### config.mk
export PLATFORM = sky130hd
export DESIGN_NAME = vc_out_arbiter
export DESIGN_NICKNAME = d
export VERILOG_FILES = /design/src/rtl/vc_out_arbiter.sv
export SDC_FILE = /design/constraint.sdc
export NUM_CORES = 1
export LEC_CHECK = 0
export BUFFER_PORTS_ARGS = -buffer_cell sky130_fd_sc_hd__buf_2
export CAP_MARGIN = 20
export CORE_MARGIN = 3
export CORE_UTILIZATION = 35
export CTS_CLUSTER_SIZE = 25
export DETAILED_ROUTE_END_ITERATION = 7
export PLACE_DENSITY = 0.71
export SYNTH_ARGS = -nofsm -noshare
export SYNTH_HDL_FRONTEND = slang
export SYNTH_SLANG_ARGS = --single-unit
### constraint.sdc
create_clock -name clk -period 2 [get_ports clk]
set_input_delay 0.1 -clock clk [delete_from_list [all_inputs] [get_ports clk]]
set_output_delay 0.1 -clock clk [all_outputs]
set_load 0.02 [all_outputs]
### src/rtl/vc_out_arbiter.sv
// vc_out_arbiter
// Chooses one of N_VC input virtual channels per cycle and forwards its flit
// through a single registered output stage toward the crossbar. Once a head
// flit is granted the arbiter stays on that VC until its tail flit has been
// popped (wormhole lock). Competing head flits are served round-robin.
//
// Handshake: each side uses strict valid/ready. A transfer happens on a rising
// edge where valid and ready are both high. Upstream, vc_ready_o[k] acts as the
// pop strobe for VC k and is only ever raised while vc_valid_i[k] is high.
// Downstream, valid_o/fdata_o/vc_id_o stay stable until ready_i accepts them.
module vc_out_arbiter #(
   parameter int N_VC = 4,
   parameter int FLIT_W = 34,
   localparam int VC_W = $clog2(N_VC)
) (
   input  logic                     clk,
   input  logic                     arst,
   input  logic [N_VC-1:0]          vc_valid_i,
   input  logic [N_VC*FLIT_W-1:0]   vc_fdata_i,
   output logic [N_VC-1:0]          vc_ready_o,
   output logic [FLIT_W-1:0]        fdata_o,
   output logic [VC_W-1:0]          vc_id_o,
   output logic                     valid_o,
   input  logic                     ready_i,
   output logic                     err_o,
   output logic                     state_o
);

   typedef enum logic {
      ST_IDLE   = 1'b0,
      ST_LOCKED = 1'b1
   } state_t;

   state_t            state_q, state_d;
   logic [VC_W-1:0]   lock_vc_q, lock_vc_d;
   logic [VC_W-1:0]   rr_ptr_q, rr_ptr_d;
   logic [VC_W-1:0]   vc_id_q, vc_id_d;
   logic [FLIT_W-1:0] fdata_q, fdata_d;
   logic              valid_q, valid_d;
   logic              err_q, err_d;

   logic [1:0]        vc_type [N_VC];
   logic [N_VC-1:0]   cand;
   logic              grant_found;
   logic [VC_W-1:0]   grant_idx;
   logic              adv;
   logic              pop;
   logic [VC_W-1:0]   pop_idx;
   logic [N_VC-1:0]   pop_vec;

   // Split out each VC's flit type; only head types (bit 0 clear) may start a packet.
   always_comb begin
      for (int k = 0; k < N_VC; k++) begin
         vc_type[k] = vc_fdata_i[k*FLIT_W + FLIT_W - 2 +: 2];
         cand[k]    = vc_valid_i[k] && !vc_type[k][0];
      end
   end

   // Round-robin search for the first head candidate after the last grant, wrapping.
   always_comb begin
      logic [VC_W-1:0] idx;
      grant_found = 1'b0;
      grant_idx   = '0;
      idx         = '0;
      for (int i = 1; i <= N_VC; i++) begin
         idx = rr_ptr_q + VC_W'(i);
         if (!grant_found && cand[idx]) begin
            grant_found = 1'b1;
            grant_idx   = idx;
         end
      end
   end

   // Next-state, pop decision and output-register load for the lock FSM.
   always_comb begin
      adv       = !valid_q || ready_i;
      pop       = 1'b0;
      pop_idx   = '0;
      state_d   = state_q;
      lock_vc_d = lock_vc_q;
      rr_ptr_d  = rr_ptr_q;
      valid_d   = valid_q;
      fdata_d   = fdata_q;
      vc_id_d   = vc_id_q;
      err_d     = 1'b0;

      case (state_q)
         ST_IDLE: begin
            if (grant_found && adv) begin
               pop      = 1'b1;
               pop_idx  = grant_idx;
               rr_ptr_d = grant_idx;
               if (vc_type[grant_idx] == 2'b00) begin
                  state_d   = ST_LOCKED;
                  lock_vc_d = grant_idx;
               end
            end
            // Something is waiting but none of it can open a packet.
            if ((cand == '0) && (vc_valid_i != '0)) begin
               err_d = 1'b1;
            end
         end
         ST_LOCKED: begin
            if (vc_valid_i[lock_vc_q] && adv) begin
               pop     = 1'b1;
               pop_idx = lock_vc_q;
               case (vc_type[lock_vc_q])
                  2'b11:        state_d = ST_IDLE;
                  2'b00, 2'b10: err_d   = 1'b1;
                  default:      ;
               endcase
            end
         end
         default: state_d = ST_IDLE;
      endcase

      if (pop) begin
         valid_d = 1'b1;
         fdata_d = vc_fdata_i[pop_idx*FLIT_W +: FLIT_W];
         vc_id_d = pop_idx;
      end else if (adv) begin
         valid_d = 1'b0;
      end

      pop_vec          = '0;
      pop_vec[pop_idx] = pop;
   end

   // State and output registers; reset drops any lock and empties the output stage.
   always_ff @(posedge clk or negedge arst) begin
      if (!arst) begin
         state_q   <= ST_IDLE;
         lock_vc_q <= '0;
         rr_ptr_q  <= VC_W'(N_VC - 1);
         valid_q   <= 1'b0;
         fdata_q   <= '0;
         vc_id_q   <= '0;
         err_q     <= 1'b0;
      end else begin
         state_q   <= state_d;
         lock_vc_q <= lock_vc_d;
         rr_ptr_q  <= rr_ptr_d;
         valid_q   <= valid_d;
         fdata_q   <= fdata_d;
         vc_id_q   <= vc_id_d;
         err_q     <= err_d;
      end
   end

   assign vc_ready_o = arst ? pop_vec : '0;
   assign fdata_o    = fdata_q;
   assign vc_id_o    = vc_id_q;
   assign valid_o    = valid_q;
   assign err_o      = err_q;
   assign state_o    = state_q;

endmodule

==> summary.txt <==
Run status
  – Status: finished, violations left
  – Failing checks: setup timing

Final layout
  – Finished Layout Cells: 651
  – Layout area overhead: 76.1%
  – N_diodes: 0
  – Share of layout cells above drive strength 1: 0.625
  – Fin util: 0.649
  – Design area: 0.00514 mm2
  – Final #Nets: 691

Logic synthesis
  – Number of warnings issued by yosys: 0
  – Area contributors post-synth: dfrtp_1 (35%), a221oi_1 (10%), a311oi_2 (9.8%), nand2_1 (9.6%), nor2_1 (6.0%)
  – Async SR Flop Fraction: 1.00
  – Post-synthesis sequential area ratio: 0.369
  – Syn nets: 458
  – Synth area leader: dfrtp_1
  – Post-synth top cells: nand2_1 (75), nor2_1 (47), dfrtp_1 (41)
  – Post-synth top area share: 0.351
  – Most common cell in the netlist: nand2_1
  – EDFF count, synth: 0
  – Area of the mapped netlist: 0.00292 mm2
  – Synthesized area per cell: 9.27 um2
  – Yosys reg bits: 43
  – Library cells used by synthesis: 46
  – Synth Flop Type: dfrtp_1
  – Gate Count Post-Synth: 315

Route
  – Total Wirelength: 12.1 mm
  – Routed via count: 3625
  – Routed WL per cell: 18.6 um
  – Via/cell ratio: 5.57
  – DRC viols: 0
  – Final ANT Viol Nets: 0
  – First drt pass iteration count: 4
  – Initial DRC Count: 100

Power
  – Switching share of power: 0.451
  – Pwr Density: 1480 mW/mm2
  – Comb power frac: 0.698
  – Sequential share of power: 0.211
  – Leakage dissipation: 2.38 nW
  – NetSw: 3.42 mW
  – Max VDD drop: 0.576 mV
  – Clock Power Share: 0.091
  – Cell-internal power: 4.16 mW
  – Total power: 7.59 mW

Placed design
  – IO Port Bufs: 185
  – DP Cell Count: 601
  – Dpl hpwl: 7.63 mm
  – Worst slack, placed: -275 ps
  – Placement Cell Area: 0.00408 mm2
  – RePlAce Congestion: 0.869

Floorplan
  – Die width: 97.4 um
  – Initial Util: 0.369
  – Die area: 0.00948 mm2
  – DIE HEIGHT: 97.4 um
  – Io pins: 186
  – Core Region: 0.00793 mm2
  – Rows: 32

Timing
  – Hold Slack: 47.7 ps
  – Fin. max-slew vios: 0
  – Final worst-path cycle share: 1.11
  – Final setup violation count: 41
  – Fin crit period: 2210 ps
  – Fmax: 452 MHz
  – Endpoints failing hold: 0
  – RSZ-0062 raised after global routing: yes
  – Final worst slack: -215 ps
  – Worst-margin pin slew: 482 ps
  – Max-slew headroom: 0.677
  – Worst clock skew: 9.89 ps
  – Setup TNS: -6100 ps

Clock tree
  – TritonCTS clock tree: done
  – CTS sink count: 43
  – Clock tree buffer depth: 2
  – Clk Latency, worst-skew pair: 300 ps
  – Clk root buf: clkbuf_8
  – CTS H-Tree Depth: 2
  – Clock transition at the registers of the reported paths: 90 ps
  – Inserted Clock Buffers: 5

Critical path
  – CP Data Required Time: 1900 ps
  – CP arrival: 2110 ps
  – Critical path's slowest cell: dfstp_2
  – Worst Setup End Kind: output pin
  – Crit start category: register
  – FF-to-FF path depth: 8
  – WS Path Type: register to output pin
  – CP Cell Sequence: and4bb_2 -> a21oi_2 -> nand3_4 -> a21oi_4 -> buf_12 -> and3_4 -> buf_6
  – Worst Path Max Fanout: 8
  – Worst path max stage delay: 560 ps

Global route
  – Vias in the first global route: 3642
  – Initial antenna violation count: 0
  – First-pass GRT wire length: 18.3 mm
  – Total track usage: 0.235
  – Congestion Overflow GR: 0
  – Largest net degree at the start of global routing: 24

Flow run
  – Max-cap violations: 0

Hold path
  – Worst hold path stage count: 3
  – Worst min path class: input port to register
[flip-flops by register name (all words and copies together) (netlist names)]
signal / cells
rr_ptr_q: 2
lock_vc_q: 2
vc_id_o: 2
fdata_o: 34
state_o: 1
err_o: 1
valid_o: 1
[timing repair]
item,CTS,global route
hold endpoints to repair,6,0
pin swaps,9,18
hold buffers,2,0
gates cloned,4,4
endpoints found under the setup margin,40,42
gates resized for setup,48,43
setup buffers,13,19
[layout by cell type, fill, tap and decap left out, types with 4 or more instances in the layout]
master    instances
buf_2           182
nand2_1          68
nor2_1           45
buf_4            43
dfrtp_1          40
a311oi_2         26
a221oi_2         18
a221oi_4         10
buf_12           10
buf_6             9
a221oi_1          7
a311oi_1          7
a21o_1            5
clkbuf_8          5
nand2b_1          4
mux2i_1           4
nand2_2           4
[worst max-delay path, delay by kind of cell (launching register included)]
family                 cells  cell delay, ps
AND/OR/NAND/NOR            3             600
flip-flops                 1             560
AO/OA/AOI/OAI              2             390
buffers and inverters      2             260
[logic make-up (layout without fill, tap and decap cells)]
group / Yosys count / in the layout / synth area share
multiplexers: 8 / 8 / 0.0368
AO/OA/AOI/OAI: 91 / 92 / 0.320
buffers and inverters: 31 / 264 / 0.0651
flip-flops: 43 / 43 / 0.369
AND/OR/NAND/NOR: 142 / 142 / 0.209
[power by group through the flow]
stage	clock network, mW	registers, mW	logic (mW)
after global routing	0.733	1.65	5.63
after CTS	0.703	1.59	4.64
final	0.690	1.60	5.30
after floorplan	0	2.03	2.13
after detailed placement	0	1.60	3.88
after global placement	0	1.58	3.80
[worst paths after layout]
| check | start | end | slack [ps] |
|---|---|---|---|
| worst max-delay path | rr_ptr_q[0] | vc_ready_o[2] | -210 |
| worst min-delay path | vc_fdata_i[83] | fdata_o[15] | 50 |
| worst max register to register | rr_ptr_q[0] | fdata_o[6] | -200 |
| worst min register to register | vc_id_o[1] | vc_id_o[1] | 480 |
| max in group asynchronous | arst | rr_ptr_q[1] | 1150 |
| min in group asynchronous | arst | fdata_o[14] | 310 |
[cell type report]
class | instances | area [um2]
clock inverter | 1 | 30.0
sequential | 43 | 1080
multi-input combinational | 242 | 2090
tap | 102 | 128
timing repair buffer | 253 | 1730
inverter | 3 | 11.3
clock buffer | 7 | 76.3
fill | 655 | 2780
[per-layer routing]
layer | global-route usage | wire length (um) | vias to the layer above
met4 | 0.0469 | 191 | 0
li1 | - | - | 1664
met1 | 0.296 | 4910 | 1779
met5 | 0 | 0 | -
met2 | 0.420 | 6200 | 163
met3 | 0.0459 | 809 | 19
Note: power is estimated with default switching activity, not from simulation.
